<file path="src/rtl/spi_slave_pkg.sv">
// Shared types and constants for the oversampled SPI mode-0 slave.
package spi_slave_pkg;

  typedef enum logic [1:0] {
    IDLE  = 2'd0,
    SHIFT = 2'd1,
    DONE  = 2'd2
  } state_t;

  localparam int SYNC_STAGES = 2;

  // Bit counter must be able to hold the value n itself.
  function automatic int bitcnt_width(input int n);
    return $clog2(n + 1);
  endfunction

endpackage

</file>
<file path="src/rtl/spi_slave_device_if.sv">
// SPI pins plus the local word-side handshake of the SPI slave.
interface spi_slave_device_if #(parameter int outBits = 16);

  logic               SCK;
  logic               CSbar;
  logic               MOSI;
  logic               MISO;
  logic [outBits-1:0] TX_DATA;
  logic               TX_LOAD;
  logic [outBits-1:0] RX_DATA;
  logic               RX_VALID;
  logic               BUSY;
  logic               FRAME_ERR;

  modport slave (
    input  SCK, CSbar, MOSI, TX_DATA, TX_LOAD,
    output MISO, RX_DATA, RX_VALID, BUSY, FRAME_ERR
  );

  modport master (
    output SCK, CSbar, MOSI, TX_DATA, TX_LOAD,
    input  MISO, RX_DATA, RX_VALID, BUSY, FRAME_ERR
  );

endinterface

</file>
<file path="src/rtl/spi_sync_edge.sv">
// Synchronizer chain plus history flop; emits registered one-cycle edge strobes
// aligned with the delayed level output.
module spi_sync_edge
  import spi_slave_pkg::*;
#(
  parameter logic RST_LVL = 1'b0
) (
  input  logic i_clk,
  input  logic i_rst,
  input  logic i_async,
  output logic o_level,
  output logic o_rise,
  output logic o_fall
);

  logic [SYNC_STAGES-1:0] r_sync;
  logic                   r_hist;
  logic                   r_rise;
  logic                   r_fall;

  always_ff @(posedge i_clk) begin
    if (i_rst) begin
      r_sync <= {SYNC_STAGES{RST_LVL}};
      r_hist <= RST_LVL;
      r_rise <= 1'b0;
      r_fall <= 1'b0;
    end else begin
      r_sync <= {r_sync[SYNC_STAGES-2:0], i_async};
      r_hist <= r_sync[SYNC_STAGES-1];
      r_rise <= r_sync[SYNC_STAGES-1] & ~r_hist;
      r_fall <= ~r_sync[SYNC_STAGES-1] & r_hist;
    end
  end

  assign o_level = r_hist;
  assign o_rise  = r_rise;
  assign o_fall  = r_fall;

endmodule

</file>
<file path="src/rtl/spi_slave_device.sv">
// SPI mode-0 slave: shifts a word in on MOSI while returning the held word on MISO,
// with all SPI pins oversampled on the system clock.
module spi_slave_device
  import spi_slave_pkg::*;
#(
  parameter int outBits = 16
) (
  input logic               SYS_CLK,
  input logic               SYS_RST,
  spi_slave_device_if.slave bus
);

  localparam int             CW       = bitcnt_width(outBits);
  localparam logic [CW-1:0]  LAST_CNT = CW'(outBits);
  localparam logic [CW-1:0]  CNT_ONE  = {{(CW-1){1'b0}}, 1'b1};

  state_t             r_state;
  state_t             w_state_nxt;
  logic [outBits-1:0] r_tx_hold;
  logic [outBits-1:0] r_tx_shift;
  logic [outBits-1:0] r_rx_shift;
  logic [outBits-1:0] r_rx_data;
  logic [CW-1:0]      r_bitcnt;
  logic               r_rx_valid;
  logic               r_frame_err;

  logic w_sck_rise, w_sck_fall, w_cs_rise, w_cs_fall, w_mosi_s;
  logic w_sck_lvl, w_cs_lvl, w_mosi_rise, w_mosi_fall;
  logic w_start, w_rx_shift_en, w_tx_shift_en, w_word_done, w_abort;
  logic [outBits-1:0] w_rx_nxt;
  logic [CW-1:0]      w_cnt_inc;
  logic               w_unused_sync;

  spi_sync_edge #(.RST_LVL(1'b0)) u_sync_sck (
    .i_clk(SYS_CLK), .i_rst(SYS_RST), .i_async(bus.SCK),
    .o_level(w_sck_lvl), .o_rise(w_sck_rise), .o_fall(w_sck_fall)
  );

  // CSbar resets to "asserted" so a frame already running at reset release is ignored.
  spi_sync_edge #(.RST_LVL(1'b0)) u_sync_cs (
    .i_clk(SYS_CLK), .i_rst(SYS_RST), .i_async(bus.CSbar),
    .o_level(w_cs_lvl), .o_rise(w_cs_rise), .o_fall(w_cs_fall)
  );

  spi_sync_edge #(.RST_LVL(1'b0)) u_sync_mosi (
    .i_clk(SYS_CLK), .i_rst(SYS_RST), .i_async(bus.MOSI),
    .o_level(w_mosi_s), .o_rise(w_mosi_rise), .o_fall(w_mosi_fall)
  );

  assign w_unused_sync = w_sck_lvl ^ w_cs_lvl ^ w_mosi_rise ^ w_mosi_fall;
  assign w_rx_nxt      = {r_rx_shift[outBits-2:0], w_mosi_s};
  assign w_cnt_inc     = r_bitcnt + CNT_ONE;

  always_ff @(posedge SYS_CLK) begin
    if (SYS_RST) begin
      r_state <= IDLE;
    end else begin
      r_state <= w_state_nxt;
    end
  end

  always_comb begin
    w_state_nxt   = r_state;
    w_start       = 1'b0;
    w_rx_shift_en = 1'b0;
    w_tx_shift_en = 1'b0;
    w_word_done   = 1'b0;
    w_abort       = 1'b0;
    case (r_state)
      IDLE: begin
        if (w_cs_fall) begin
          w_start     = 1'b1;
          w_state_nxt = SHIFT;
        end
      end
      SHIFT: begin
        if (w_cs_rise) begin
          w_abort     = 1'b1;
          w_state_nxt = IDLE;
        end else begin
          if (w_sck_rise) begin
            w_rx_shift_en = 1'b1;
            if (w_cnt_inc == LAST_CNT) begin
              w_word_done = 1'b1;
              w_state_nxt = DONE;
            end
          end
          // MSB is already on MISO before the first rise, so shift only after one.
          if (w_sck_fall && (r_bitcnt != {CW{1'b0}})) begin
            w_tx_shift_en = 1'b1;
          end
        end
      end
      DONE: begin
        if (w_cs_rise) begin
          w_state_nxt = IDLE;
        end
      end
      default: w_state_nxt = IDLE;
    endcase
  end

  always_ff @(posedge SYS_CLK) begin
    if (SYS_RST) begin
      r_tx_hold   <= {outBits{1'b0}};
      r_tx_shift  <= {outBits{1'b0}};
      r_rx_shift  <= {outBits{1'b0}};
      r_rx_data   <= {outBits{1'b0}};
      r_bitcnt    <= {CW{1'b0}};
      r_rx_valid  <= 1'b0;
      r_frame_err <= 1'b0;
    end else begin
      r_rx_valid  <= w_word_done;
      r_frame_err <= w_abort;
      if (bus.TX_LOAD) begin
        r_tx_hold <= bus.TX_DATA;
      end
      if (w_start) begin
        r_tx_shift <= bus.TX_LOAD ? bus.TX_DATA : r_tx_hold;
        r_bitcnt   <= {CW{1'b0}};
        r_rx_shift <= {outBits{1'b0}};
      end else begin
        if (w_tx_shift_en) begin
          r_tx_shift <= {r_tx_shift[outBits-2:0], 1'b0};
        end
        if (w_rx_shift_en) begin
          r_rx_shift <= w_rx_nxt;
          r_bitcnt   <= w_cnt_inc;
        end
      end
      if (w_word_done) begin
        r_rx_data <= w_rx_nxt;
      end
    end
  end

  assign bus.MISO      = (r_state == SHIFT) ? r_tx_shift[outBits-1] : 1'b0;
  assign bus.BUSY      = (r_state != IDLE);
  assign bus.RX_DATA   = r_rx_data;
  assign bus.RX_VALID  = r_rx_valid;
  assign bus.FRAME_ERR = r_frame_err;

endmodule

</file>
<file path="src/flat_wrapper.sv">
// flat-port wrapper written by rule: the top's interface ports become plain ports
module spi_slave_device_flat import spi_slave_pkg::*;
#(
  parameter int outBits = 16
)
  (SYS_CLK, SYS_RST, bus_SCK, bus_CSbar, bus_MOSI, bus_TX_DATA, bus_TX_LOAD, bus_MISO, bus_RX_DATA, bus_RX_VALID, bus_BUSY, bus_FRAME_ERR);
  spi_slave_device_if #(.outBits(outBits)) bus_i ();
  input logic SYS_CLK;
  input logic SYS_RST;
  input wire logic [$bits(bus_i.SCK)-1:0] bus_SCK;
  input wire logic [$bits(bus_i.CSbar)-1:0] bus_CSbar;
  input wire logic [$bits(bus_i.MOSI)-1:0] bus_MOSI;
  input wire logic [$bits(bus_i.TX_DATA)-1:0] bus_TX_DATA;
  input wire logic [$bits(bus_i.TX_LOAD)-1:0] bus_TX_LOAD;
  output wire logic [$bits(bus_i.MISO)-1:0] bus_MISO;
  output wire logic [$bits(bus_i.RX_DATA)-1:0] bus_RX_DATA;
  output wire logic [$bits(bus_i.RX_VALID)-1:0] bus_RX_VALID;
  output wire logic [$bits(bus_i.BUSY)-1:0] bus_BUSY;
  output wire logic [$bits(bus_i.FRAME_ERR)-1:0] bus_FRAME_ERR;
  assign bus_i.SCK = bus_SCK;
  assign bus_i.CSbar = bus_CSbar;
  assign bus_i.MOSI = bus_MOSI;
  assign bus_i.TX_DATA = bus_TX_DATA;
  assign bus_i.TX_LOAD = bus_TX_LOAD;
  assign bus_MISO = bus_i.MISO;
  assign bus_RX_DATA = bus_i.RX_DATA;
  assign bus_RX_VALID = bus_i.RX_VALID;
  assign bus_BUSY = bus_i.BUSY;
  assign bus_FRAME_ERR = bus_i.FRAME_ERR;
  spi_slave_device #(.outBits(outBits)) u_core (.SYS_CLK(SYS_CLK), .SYS_RST(SYS_RST), .bus(bus_i));
endmodule
</file>
<file path="config.mk">
export PLATFORM = sky130hd
export DESIGN_NAME = spi_slave_device_flat
export DESIGN_NICKNAME = d
export VERILOG_FILES = /design/src/rtl/spi_slave_pkg.sv /design/src/rtl/spi_slave_device_if.sv /design/src/rtl/spi_sync_edge.sv /design/src/rtl/spi_slave_device.sv /design/src/flat_wrapper.sv
export SDC_FILE = /design/constraint.sdc
export NUM_CORES = 1
export LEC_CHECK = 0
export ABC_AREA = 1
export CAP_MARGIN = 10
export CORE_MARGIN = 2
export CORE_UTILIZATION = 42
export CTS_CLUSTER_DIAMETER = 100
export DETAILED_ROUTE_END_ITERATION = 10
export PLACE_DENSITY = 0.65
export SLEW_MARGIN = 10
export SYNTH_ARGS = -nofsm -noshare
export SYNTH_HDL_FRONTEND = slang
export SYNTH_SLANG_ARGS = --single-unit
export TNS_END_PERCENT = 5
</file>
<file path="constraint.sdc">
create_clock -name SYS_CLK -period 1.3 [get_ports SYS_CLK]
set_input_delay 0.26 -clock SYS_CLK [delete_from_list [all_inputs] [get_ports SYS_CLK]]
set_output_delay 0.26 -clock SYS_CLK [all_outputs]
set_load 0.005 [all_outputs]
</file>
## Yosys cells after proc, flatten, opt, wreduce, memory -nomap -nowiden

Cells that the tools add are included.

| word-level totals | value |
|---|---|
| flip-flop bits (word level) | 85 |
| latch bits | 0 |
| RAM bits | 0 |
| ROM bits | 0 |
| input bits | 22 |
| output and inout bits | 20 |
| word-level logic and storage cells | 66 |
| memories kept | 0 |

| operators by class | value |
|---|---|
| add/subtract/negate cells | 1 |
| $mul | 0 |
| divide/modulo/power cells | 0 |
| magnitude comparators | 0 |
| equal/unequal tests | 7 |
| shift-type cells | 0 |
| multiplexer cells | 23 |
| bitwise operators | 9 |
| reduce and logical (&&, ||, !) cells | 8 |

Operators with widths:

| kind | number |
|---|---|
| 16-bit two-way mux | 3 |
| 1-bit two-way mux | 14 |
| 2-bit two-way mux | 5 |
| 2-bit case mux with 3 select lines | 1 |
| 5-bit by 1-bit adder with 5-bit output (second input constant) | 1 |
| 5-bit == test (second input constant) | 1 |
| 1-bit inverter | 5 |
| 5-bit nonzero test | 1 |
| 1-bit AND | 4 |
| 2-bit != test (second input constant) | 2 |
| 4-bit AND reduction | 1 |
| 2-bit nonzero test | 2 |
| 2-bit OR reduction | 2 |
| 3-bit by 2-bit != test with 1-bit output (second input constant) | 1 |
| 3-bit != test (second input constant) | 1 |
| 2-bit by 1-bit == test with 1-bit output (second input constant) | 1 |
| 2-bit == test (second input constant) | 1 |
| 2-bit zero test | 1 |
| 1-bit logical AND | 1 |

## Logic depth before layout (Yosys ltp)

Gate-level depths: netlist of the first run.

| logic depth | value |
|---|---|
| depth in word-level cells | 7 |
| depth in mapped cells | 10 |

## Cells and area by module

A second synthesis of the first run with hierarchy kept.

| second synthesis, totals | value |
|---|---|
| cell total of the unflattened synthesis | 442 |
| area total of the unflattened synthesis | 3,395.8 µm² |

Modules (own cells, without submodules):

| module | times used | cells each | area an instance (µm²) | seq. area each (µm²) |
|---|---|---|---|---|
| spi_slave_device | 1 | 397 | 2,975.4 | 1,441.4 |
| spi_sync_edge | 3 | 15 | 140.1 | 100.1 |

## Worst setup path after synthesis of the first run

No wires, ideal clock.

| timing | value |
|---|---|
| kind | reg2reg |
| start point | register u_core.r_bitcnt[0] |
| end point | register u_core.r_rx_data[10], in the netlist u_core.bus.RX_DATA[10] |
| library setup time | 113 ps |
| data arrival time | 1,296 ps |
| required time | 1,187 ps |
| slack | -109 ps |
| stages on the path, launching flop included | 10 |
| buffers on the path | 1 |
| path through | dfxtp_1 ha_1 inv_1 nand2_1 nand3_2 nor2_4 nand2_2 buf_2 nor2_1 nor2_1 |

| between the ends | value |
|---|---|
| longest elaborated chain between the ends | 6 |

RTL lines:

| what | line | text |
|---|---|---|
| start: declaration | spi_slave_device.sv:23 | `logic [CW-1:0] r_bitcnt;` |
| start signal: assignment | spi_slave_device.sv:109 | `r_bitcnt <= {CW{1'b0}};` |
| start signal: assignment | spi_slave_device.sv:120 | `r_bitcnt <= {CW{1'b0}};` |
| start signal: assignment | spi_slave_device.sv:128 | `r_bitcnt <= w_cnt_inc;` |
| 5-bit by 1-bit adder with 5-bit output | spi_slave_device.sv:52 | `assign w_cnt_inc = r_bitcnt + CNT_ONE;` |
| 5-bit == test | spi_slave_device.sv:83 | `if (w_cnt_inc == LAST_CNT) begin` |
| 1-bit two-way mux | spi_slave_device.sv:83 |  |
| 1-bit two-way mux | spi_slave_device.sv:81 | `if (w_sck_rise) begin` |
| 1-bit two-way mux | spi_slave_device.sv:77 | `if (w_cs_rise) begin` |
| 1-bit two-way mux | spi_slave_device.sv:69 | `case (r_state)` |
| end signal: assignment | spi_slave_device.sv:108 | `r_rx_data <= {outBits{1'b0}};` |
| end signal: assignment | spi_slave_device.sv:132 | `r_rx_data <= w_rx_nxt;` |
| end: declaration | spi_slave_device.sv:22 | `logic [outBits-1:0] r_rx_data;` |

Every way passes these cells.
A chain may end at the register's enable or synchronous reset.

## Worst setup path after layout of the first run

| timing | value |
|---|---|
| start point | register u_core.r_state[1] |
| end point | output port bus_MISO |

| between the ends | value |
|---|---|
| longest elaborated chain between the ends | 2 |

RTL lines:

| what | line | text |
|---|---|---|
| start: declaration | spi_slave_device.sv:17 | `state_t r_state;` |
| start signal: assignment | spi_slave_device.sv:58 | `r_state <= w_state_nxt;` |
| 2-bit by 1-bit == test with 1-bit output | spi_slave_device.sv:137 | `assign bus.MISO = (r_state == SHIFT) ? r_tx_shift[outBits-1] : 1'b0;` |
| 1-bit two-way mux | spi_slave_device.sv:137 |  |
| end: declaration | flat_wrapper.sv:15 | `output wire logic [$bits(bus_i.MISO)-1:0] bus_MISO;` |

Every way passes these cells.

==> flow_summary.ini, run 1 <==
[worst_setup_path]
reg2reg_slack_ns = -0.11
crit_required_ns = 1.04
crit_chain = inv_2 > nand2_4 > nor2_2 > dlygate4sd2_1
cp-endpoint = bus_MISO
criticalPathCategory = reg -> out
crit_family = flip-flops
r2r_start = u_core.r_bitcnt[1]
crit_path_start = u_core.r_state[1]
max_stage_delay_ns = 0.33
crit_buf_inv = 2
crit_path_max_fanout = 3
cp-start-kind = flop
end_kind = output port
reg2reg_to = u_core.bus.RX_DATA[5]
r2r_cells = 10
cp_slowest_cell = dfxtp_2
arrival_ns = 1.16
worst-path-stages = 4

[layout]
finalNetCount = 564
syn_to_final_growth_pct = 33.9
layout-drive-gt1-share_pct = 19.9
nFillCells = 728
final_cells = 646
n_antenna_cell = 0

[global_route]
track_usage_pct = 17.3
grt-ovfl-total = 0
grt_pass1_wl_um = 12000
antenna_found_initial = 0
grt_max_degree = 26
grt_pass1_vias = 2698

[run]
cap_violations = 0

[pwr]
ir_drop_uv = 588
powerDensity_nw_per_um2 = 1080
combPwrFrac_pct = 6.4
switching_power_mw = 1.07
clockPowerShare_pct = 39.0
power.leakage_nw = 2.11
seqPwrFrac_pct = 54.5
p_sw_share_pct = 22.0
internal_power_mw = 3.81

[synthesis]
ys_ff_latch = 85
mappedNetlistArea_um2 = 3380
yosysWarnings = 0
syn_inst = 465
synth.avg_cell_area_um2 = 7.27
syn-num-nets = 490
ys_types = 25
yosysSeqAreaShare_pct = 50.4

[route]
routed_wirelength_um = 7200
drt_iter0_markers = 141
drc = 0
antenna_left = 0
wl_per_cell_um = 11.2
first_pass_iters = 4
vias = 2967
vias_per_cell = 4.59

[timing]
fin_setup_tns_ns = -1.68
fin_skew_ns = 0.00811
relSlewSlack_pct = 82.0
post-route-period-util_pct = 110
finalCriticalPeriod_ns = 1.42
worst_pin_slew_ns = 0.270
fin_ws_ns = -0.124
hold_viol_final = 0
rsz0062_at_grt = true
setup_viol = 20
slew_viol_final = 0
fmax_mhz = 702

[clocking]
clk_latency_ns = 0.35
clockBufferDepth = 2
cts-hold-fix-buffers = 0
clk_pin_slew_worst_paths_ns = 0.07
numCtsBuffers = 9
htreeDepth = 3
clock_sinks = 85
clock-root-buffer = clkbuf_8
cts_tree = built

[place]
dp_cells = 625
pre_cts_ws_ns = -0.250
gp_congestion = 0.770
dpl.hpwl_um = 4730
numPortBuffers = 41

[floorplanning]
coreArea_um2 = 7770
dieArea_um2 = 8780
die_height_um = 93.7
start_util_pct = 43.5
die_w_um = 93.7
std_cell_rows = 32
pin_count = 42

[hold_path]
hp-class = reg -> reg

[outcome]
status = finished, violations left
violations = negative setup slack
==> area by class of cell <==
class                   instances  area, um2  area share, %
repair buffers                 85        810           17.9
well taps                     102        128           2.82
flip-flops and latches         85       1720           38.0
multi-input cells             309       1480           32.6
inverters                      49        189           4.18
clock inverters                 3       42.5          0.940
clock buffers                  13        160           3.54
==> sequential cells by signal, summed over array words and instances, names as in the netlist, 2 cells and up <==
register / count
u_core.bus.RX_DATA: 16
u_core.r_tx_hold: 16
u_core.u_sync_sck.r_sync: 2
u_core.r_state: 2
u_core.r_rx_shift: 15
u_core.r_tx_shift: 16
u_core.r_bitcnt: 5
u_core.u_sync_cs.r_sync: 2
u_core.u_sync_mosi.r_sync: 2
==> layer usage <==
layer / wire length, um / vias to the layer above / track usage, %
li1: - / 1583 / -
met1: 3430 / 1317 / 22.0
met4: 122 / 0 / 7.97
met5: 0 / - / 0
met3: 300 / 10 / 3.13
met2: 3350 / 57 / 28.3
==> repair_timing <==
action | CTS | global route
buffers inserted | 1 | 2
setup endpoints to repair | 62 | 49
cloned | 0 | 2
resized for setup | 40 | 28
pin swaps | 5 | 4
==> metrics by stage <==
step	hold WS [ns]	power (mW)	utilization, %	cell area (um2)
after floorplan	0.367	2.87	-	3410
after global placement	0.391	3.03	53.4	4150
after detailed placement	0.396	3.03	53.4	4150
after CTS	0.402	4.94	56.2	4370
after global routing	0.414	5.08	58.2	4520
final	0.405	4.88	58.2	4520
==> cells in the mapped netlist <==
library cell  instances  share of area [%]
a21boi_1              8                1.8
a21oi_1              30                4.4
a31oi_1               2               0.37
buf_1                 2               0.22
buf_2                 8                1.2
buf_6                 4                1.3
clkbuf_1              8               0.89
clkinv_1              1               0.11
dfxtp_1              85                 50
ha_1                  3                1.1
inv_1                42                4.7
inv_2                 6               0.67
nand2_1             128                 14
nand2_2               3               0.56
nand3_1              12                1.8
nand3_2               3               0.89
nand3b_1              1               0.22
nand4_1               3               0.56
nor2_1               81                9.0
nor2_2                2               0.37
nor2_4                2               0.67
nor3_1                3               0.44
o21ai_0              15                2.2
o21ai_1              12                1.8
or2_1                 1               0.19
==> worst min path at each step <==
stage / start / to / slack (ns) / depth (start not counted)
after floorplan: bus_CSbar / u_core.u_sync_cs.r_sync[0] / 0.37 / 2
after global placement: u_core.u_sync_cs.r_sync[0] / u_core.u_sync_cs.r_sync[1] / 0.39 / 2
after detailed placement: u_core.u_sync_cs.r_sync[0] / u_core.u_sync_cs.r_sync[1] / 0.40 / 2
after CTS: bus_MOSI / u_core.u_sync_mosi.r_sync[0] / 0.40 / 3
after global routing: u_core.u_sync_cs.r_sync[0] / u_core.u_sync_cs.r_sync[1] / 0.41 / 2
final: u_core.u_sync_cs.r_sync[0] / u_core.u_sync_cs.r_sync[1] / 0.41 / 2
==> worst reg2reg max path, stage by stage, from the launching register on <==
cell and delay, ns:
dfxtp_4 0.38, ha_4 0.17, nand3_2 0.08, nand2_2 0.07, nand2_2 0.07, nor2_4 0.12, nand2_4 0.10, clkbuf_16 0.19
nand2_1 0.06, nand2_1 0.05, nor2_1 0.08
==> power groups by stage <==
stage                     clock network [mW]  logic [mW]  registers [mW]
after detailed placement                   0       0.308            2.72
final                                   1.90       0.314            2.66
after floorplan                            0       0.154            2.72
after CTS                               1.96       0.312            2.66
after global placement                     0       0.304            2.72
after global routing                    2.06       0.355            2.67
==> cells in the final DEF (no fill, tap or decap), types with 3 or more instances in the layout <==
master           instances
dfxtp_1                 74
o21ai_0                 12
o21ai_1                 15
a21oi_2                  3
nand2_4                  3
clkbuf_16                3
buf_6                    5
nor3_1                   3
dlygate4sd2_1           18
nand4_1                  3
clkbuf_8                 9
nand2_2                  6
nand3_2                  3
clkdlybuf4s50_1         21
nor2_2                   9
inv_1                   39
a21boi_1                 8
nor2_1                  73
a21oi_1                 27
nand2_1                122
buf_12                   3
nor2_4                   3
nand3_1                 11
dfxtp_2                  9
clkbuf_1                 3
inv_2                    8
buf_4                   35
==> cell families after synthesis <==
kind of cell / count (synthesis) / synth area share, %
and+or+nand+nor: 239 / 28.9
DFF: 85 / 50.4
buffers and inverters: 71 / 9.07
AOI/OAI and AO/OA: 67 / 10.6
adders and majority gates: 3 / 1.11
(Power assumes the default switching activity.)
==> run 2, diff against run 1 <==
CORE_ASPECT_RATIO = 0.9   (was not set)
==> flow_summary.ini, run 2 (same netlist as run 1, synthesis figures left out) <==
[timing]
worst_pin_slew_ns = 0.297
relSlewSlack_pct = 80.2
fin_ws_ns = -0.0861
fin_skew_ns = 0.0136
rsz0062_at_grt = true
post-route-period-util_pct = 107
slew_viol_final = 0
finalCriticalPeriod_ns = 1.39
hold_viol_final = 0
fmax_mhz = 721
setup_viol = 30
hold_slack_ns = 0.411

[outcome]
violations = negative setup slack
status = finished, violations left

[layout]
final_area_um2 = 4480
mostFrequentLayoutCell = nand2_1
nFillCells = 780
multi_input_area_um2 = 1450
n_antenna_cell = 0
final_cells = 643
syn_to_final_growth_pct = 32.5
utilization_pct = 56.6
finalNetCount = 564
register_area_um2 = 1730
final_cell_mix = nand2_1 (124), nor2_1 (76), dfxtp_1 (66)
layout-drive-gt1-share_pct = 21.1

[global_route]
grt-ovfl-total = 0
grt_pass1_vias = 2557
use_met2_pct = 25.5
grtUsageMet1_pct = 21.9
grt_pass1_wl_um = 11600
grtUsageMet3_pct = 5.16
track_usage_pct = 16.5
grt_max_degree = 31
antenna_found_initial = 0
busiest_layer = met2

[clocking]
clk_pin_slew_worst_paths_ns = 0.09
cts_tree = built
clock-root-buffer = clkbuf_8
htreeDepth = 3
clock_sinks = 85
numCtsBuffers = 9
clk_latency_ns = 0.36
clockBufferDepth = 2

[place]
dpl.hpwl_um = 4730
pre_cts_ws_ns = -0.296
dp_cells = 623
postPlaceCellArea_um2 = 4160
gp_congestion = 0.786
numPortBuffers = 41

[route]
vias = 2899
first_pass_iters = 4
drc = 0
vias_per_cell = 4.51
wl_per_cell_um = 10.9
drt_iter0_markers = 87
routed_wirelength_um = 7040
antenna_left = 0

[worst_setup_path]
crit_path_max_fanout = 15
arrival_ns = 1.64
cp-start-kind = flop
criticalPathCategory = reg -> reg
crit_required_ns = 1.55
end_kind = flop

[floorplanning]
die_w_um = 98.6
std_cell_rows = 31
dieArea_um2 = 8780
start_util_pct = 42.7
pin_count = 42
die_height_um = 89.1
coreArea_um2 = 7910

[pwr]
power.leakage_nw = 2.10
powerDensity_nw_per_um2 = 1080
ir_drop_uv = 638

[run]
cap_violations = 0

[hold_path]
hp-class = reg -> reg
-- run 2: power breakdown --
| part | total [mW] | internal, mW | switching, mW |
|---|---|---|---|
| Clock | 1.87 | 0.891 | 0.982 |
| Sequential | 2.66 | 2.65 | 0.0160 |
| Combinational | 0.322 | 0.164 | 0.157 |
| Total | 4.86 | 3.70 | 1.16 |
-- run 2: cell type report --
class                           instances  share of cell area [%]
Inverter                               49                    4.27
Tap cell                               99                    2.77
Clock buffer                            9                    2.77
Sequential cell                        85                    38.6
Timing Repair Buffer                   85                    17.5
Multi-Input combinational cell        309                    32.5
Clock inverter                          7                    1.62
-- run 2: metal layers --
metal  wire [um]  up-vias
li1            -     1585
met5           0        -
met3         377        7
met4          87        0
met1        3460     1250
met2        3110       57
-- run 2: stage by stage --
step / TNS [ns] / total power, mW
2_1_floorplan: -0.0970 / 2.87
3_3_place_gp: -7.97 / 3.03
3_5_place_dp: -9.09 / 3.04
4_1_cts: -1.18 / 4.91
5_1_grt: -4.64 / 5.07
6_report: -1.43 / 4.86
-- run 2: worst paths after layout --
kind / start / endpoint / slack [ns] / depth (start not counted)
setup reg to reg: u_core.r_bitcnt[1] / u_core.bus.RX_DATA[3] / -0.09 / 9
hold reg to reg: u_core.u_sync_sck.r_sync[0] / u_core.u_sync_sck.r_sync[1] / 0.41 / 2
setup / recovery: u_core.r_bitcnt[1] / u_core.bus.RX_DATA[3] / -0.09 / 9
hold / removal: u_core.u_sync_sck.r_sync[0] / u_core.u_sync_sck.r_sync[1] / 0.41 / 2
-- run 2: worst max-delay path, cell delays in order, from the launching register on --
cell,delay (ns)
dfxtp_4,0.38
buf_4,0.11
nand3_1,0.07
nand2_1,0.10
nand2_2,0.07
nor2_4,0.14
nand2_4,0.09
buf_12,0.16
nor2_1,0.10
nor2_1,0.06
-- run 2: repair_timing --
| action | in CTS | in global routing |
|---|---|---|
| endpoints found under the setup margin | 59 | 44 |
| buffers inserted | 3 | 0 |
| pin swaps | 7 | 0 |
| hold buffers | 0 | 0 |
| gates resized for setup | 55 | 14 |
| gates cloned | 0 | 1 |
==> run 3, diff against run 2 <==
PLACE_DENSITY = 0.69   (was 0.65)
==> flow_summary.ini, run 3 (same netlist as run 1, synthesis figures left out) <==
[outcome]
status = finished, violations left
violations = negative setup slack

[global_route]
grt-ovfl-total = 0
grt_pass1_wl_um = 11500
grtUsageMet3_pct = 4.93
use_met2_pct = 27.3
grt_pass1_vias = 2683
track_usage_pct = 16.4
antenna_found_initial = 0
grtUsageMet1_pct = 20.3
grt_max_degree = 31
busiest_layer = met2

[pwr]
power.leakage_nw = 2.07
power_mw = 4.64
ir_drop_uv = 568
powerDensity_nw_per_um2 = 1050

[layout]
mostFrequentLayoutCell = nand2_1
final_cells = 642
finalNetCount = 563
nFillCells = 788
register_area_um2 = 1730
multi_input_area_um2 = 1440
layout-drive-gt1-share_pct = 21.2
syn_to_final_growth_pct = 31.2
final_cell_mix = nand2_1 (120), nor2_1 (76), dfxtp_1 (68)
n_antenna_cell = 0

[place]
gp_congestion = 0.783
dp_cells = 622
numPortBuffers = 41
dpl.hpwl_um = 4800

[timing]
setup_viol = 27
slew_viol_final = 0
hold_slack_ns = 0.406
finalCriticalPeriod_ns = 1.45
fin_ws_ns = -0.148
rsz0062_at_grt = true
relSlewSlack_pct = 79.2
fin_skew_ns = 0.0121
fmax_mhz = 691
worst_pin_slew_ns = 0.312
hold_viol_final = 0
post-route-period-util_pct = 111

[clocking]
cts-hold-fix-buffers = 0
clockBufferDepth = 2
clk_pin_slew_worst_paths_ns = 0.08
numCtsBuffers = 9
cts_tree = built
htreeDepth = 3
clock_sinks = 85
clock-root-buffer = clkbuf_8
clk_latency_ns = 0.35

[worst_setup_path]
criticalPathCategory = reg -> reg
crit_required_ns = 1.55
crit_chain = ha_4 > nand3_2 > nand2_1 > nand2_2 > nor2_4 > nand2_4 > clkbuf_16 > nor2_1 > nor2_1
cp_slowest_cell = dfxtp_4
end_kind = flop
cp-start-kind = flop
crit_path_max_fanout = 14
cpMostUsedCell = nor2_1
max_stage_delay_ns = 0.38
arrival_ns = 1.70

[route]
vias_per_cell = 4.62
antenna_left = 0
routed_wirelength_um = 7300
wl_per_cell_um = 11.4
first_pass_iters = 4
drt_iter0_markers = 91
drc = 0
vias = 2967

[hold_path]
hp-class = reg -> reg

[floorplanning]
die_w_um = 98.6
die_height_um = 89.1
std_cell_rows = 31
dieArea_um2 = 8780
start_util_pct = 42.7
pin_count = 42
coreArea_um2 = 7910

[run]
cap_violations = 0
-- run 3: path summary, 6_finish.rpt --
check	from	to	slack (ns)	cells after the start
worst max-delay path	u_core.r_bitcnt[1]	u_core.bus.RX_DATA[4]	-0.15	9
worst min-delay path	u_core.u_sync_sck.r_sync[0]	u_core.u_sync_sck.r_sync[1]	0.41	2
worst max register to register	u_core.r_bitcnt[1]	u_core.bus.RX_DATA[4]	-0.15	9
worst min register to register	u_core.u_sync_sck.r_sync[0]	u_core.u_sync_sck.r_sync[1]	0.41	2
-- run 3: where the power goes --
group	total, mW	switching, mW	internal, mW
clock	1.67	0.973	0.696
sequential	2.66	0.0164	2.65
combinational	0.312	0.157	0.155
total	4.64	1.15	3.50
-- run 3: critical path: cells and delay by family (launching register included) --
kind          cells  cell delay (ns)
simple gates      7             0.63
flops             1             0.38
buf+inv           1             0.19
fa+ha+maj         1             0.17
-- run 3: area by class of cell --
| type | instances | share of cell area [%] |
|---|---|---|
| sequential | 85 | 39.0 |
| timing repair buffer | 84 | 17.6 |
| tap | 99 | 2.79 |
| multi-input combinational | 309 | 32.5 |
| inverter | 49 | 4.26 |
| clock buffer | 9 | 2.79 |
| clock inverter | 7 | 1.13 |
-- run 3: stage by stage --
step / setup slack (ns) / setup TNS (ns) / utilization, % / area [um2]
2_1_floorplan: -0.00697 / -0.0970 / - / 3410
3_3_place_gp: -0.255 / -8.74 / 52.2 / 4130
3_5_place_dp: -0.423 / -10.37 / 52.2 / 4130
4_1_cts: -0.160 / -1.55 / 54.7 / 4330
5_1_grt: -0.225 / -5.67 / 56.0 / 4430
6_report: -0.148 / -2.53 / 56.0 / 4430
-- run 3: layer usage --
layer  vias to the layer above  share of wire [%]
met4                         0                1.2
met5                         -                  0
li1                       1588                  -
met3                         7                4.0
met2                        49                 46
met1                      1323                 48
-- run 3: what timing repair did --
| item | 4_1_cts | 5_1_grt |
|---|---|---|
| buffers inserted | 1 | 1 |
| pin swaps | 6 | 1 |
| resized for setup | 46 | 21 |
| cloned | 0 | 2 |
| endpoints found under the setup margin | 52 | 46 |
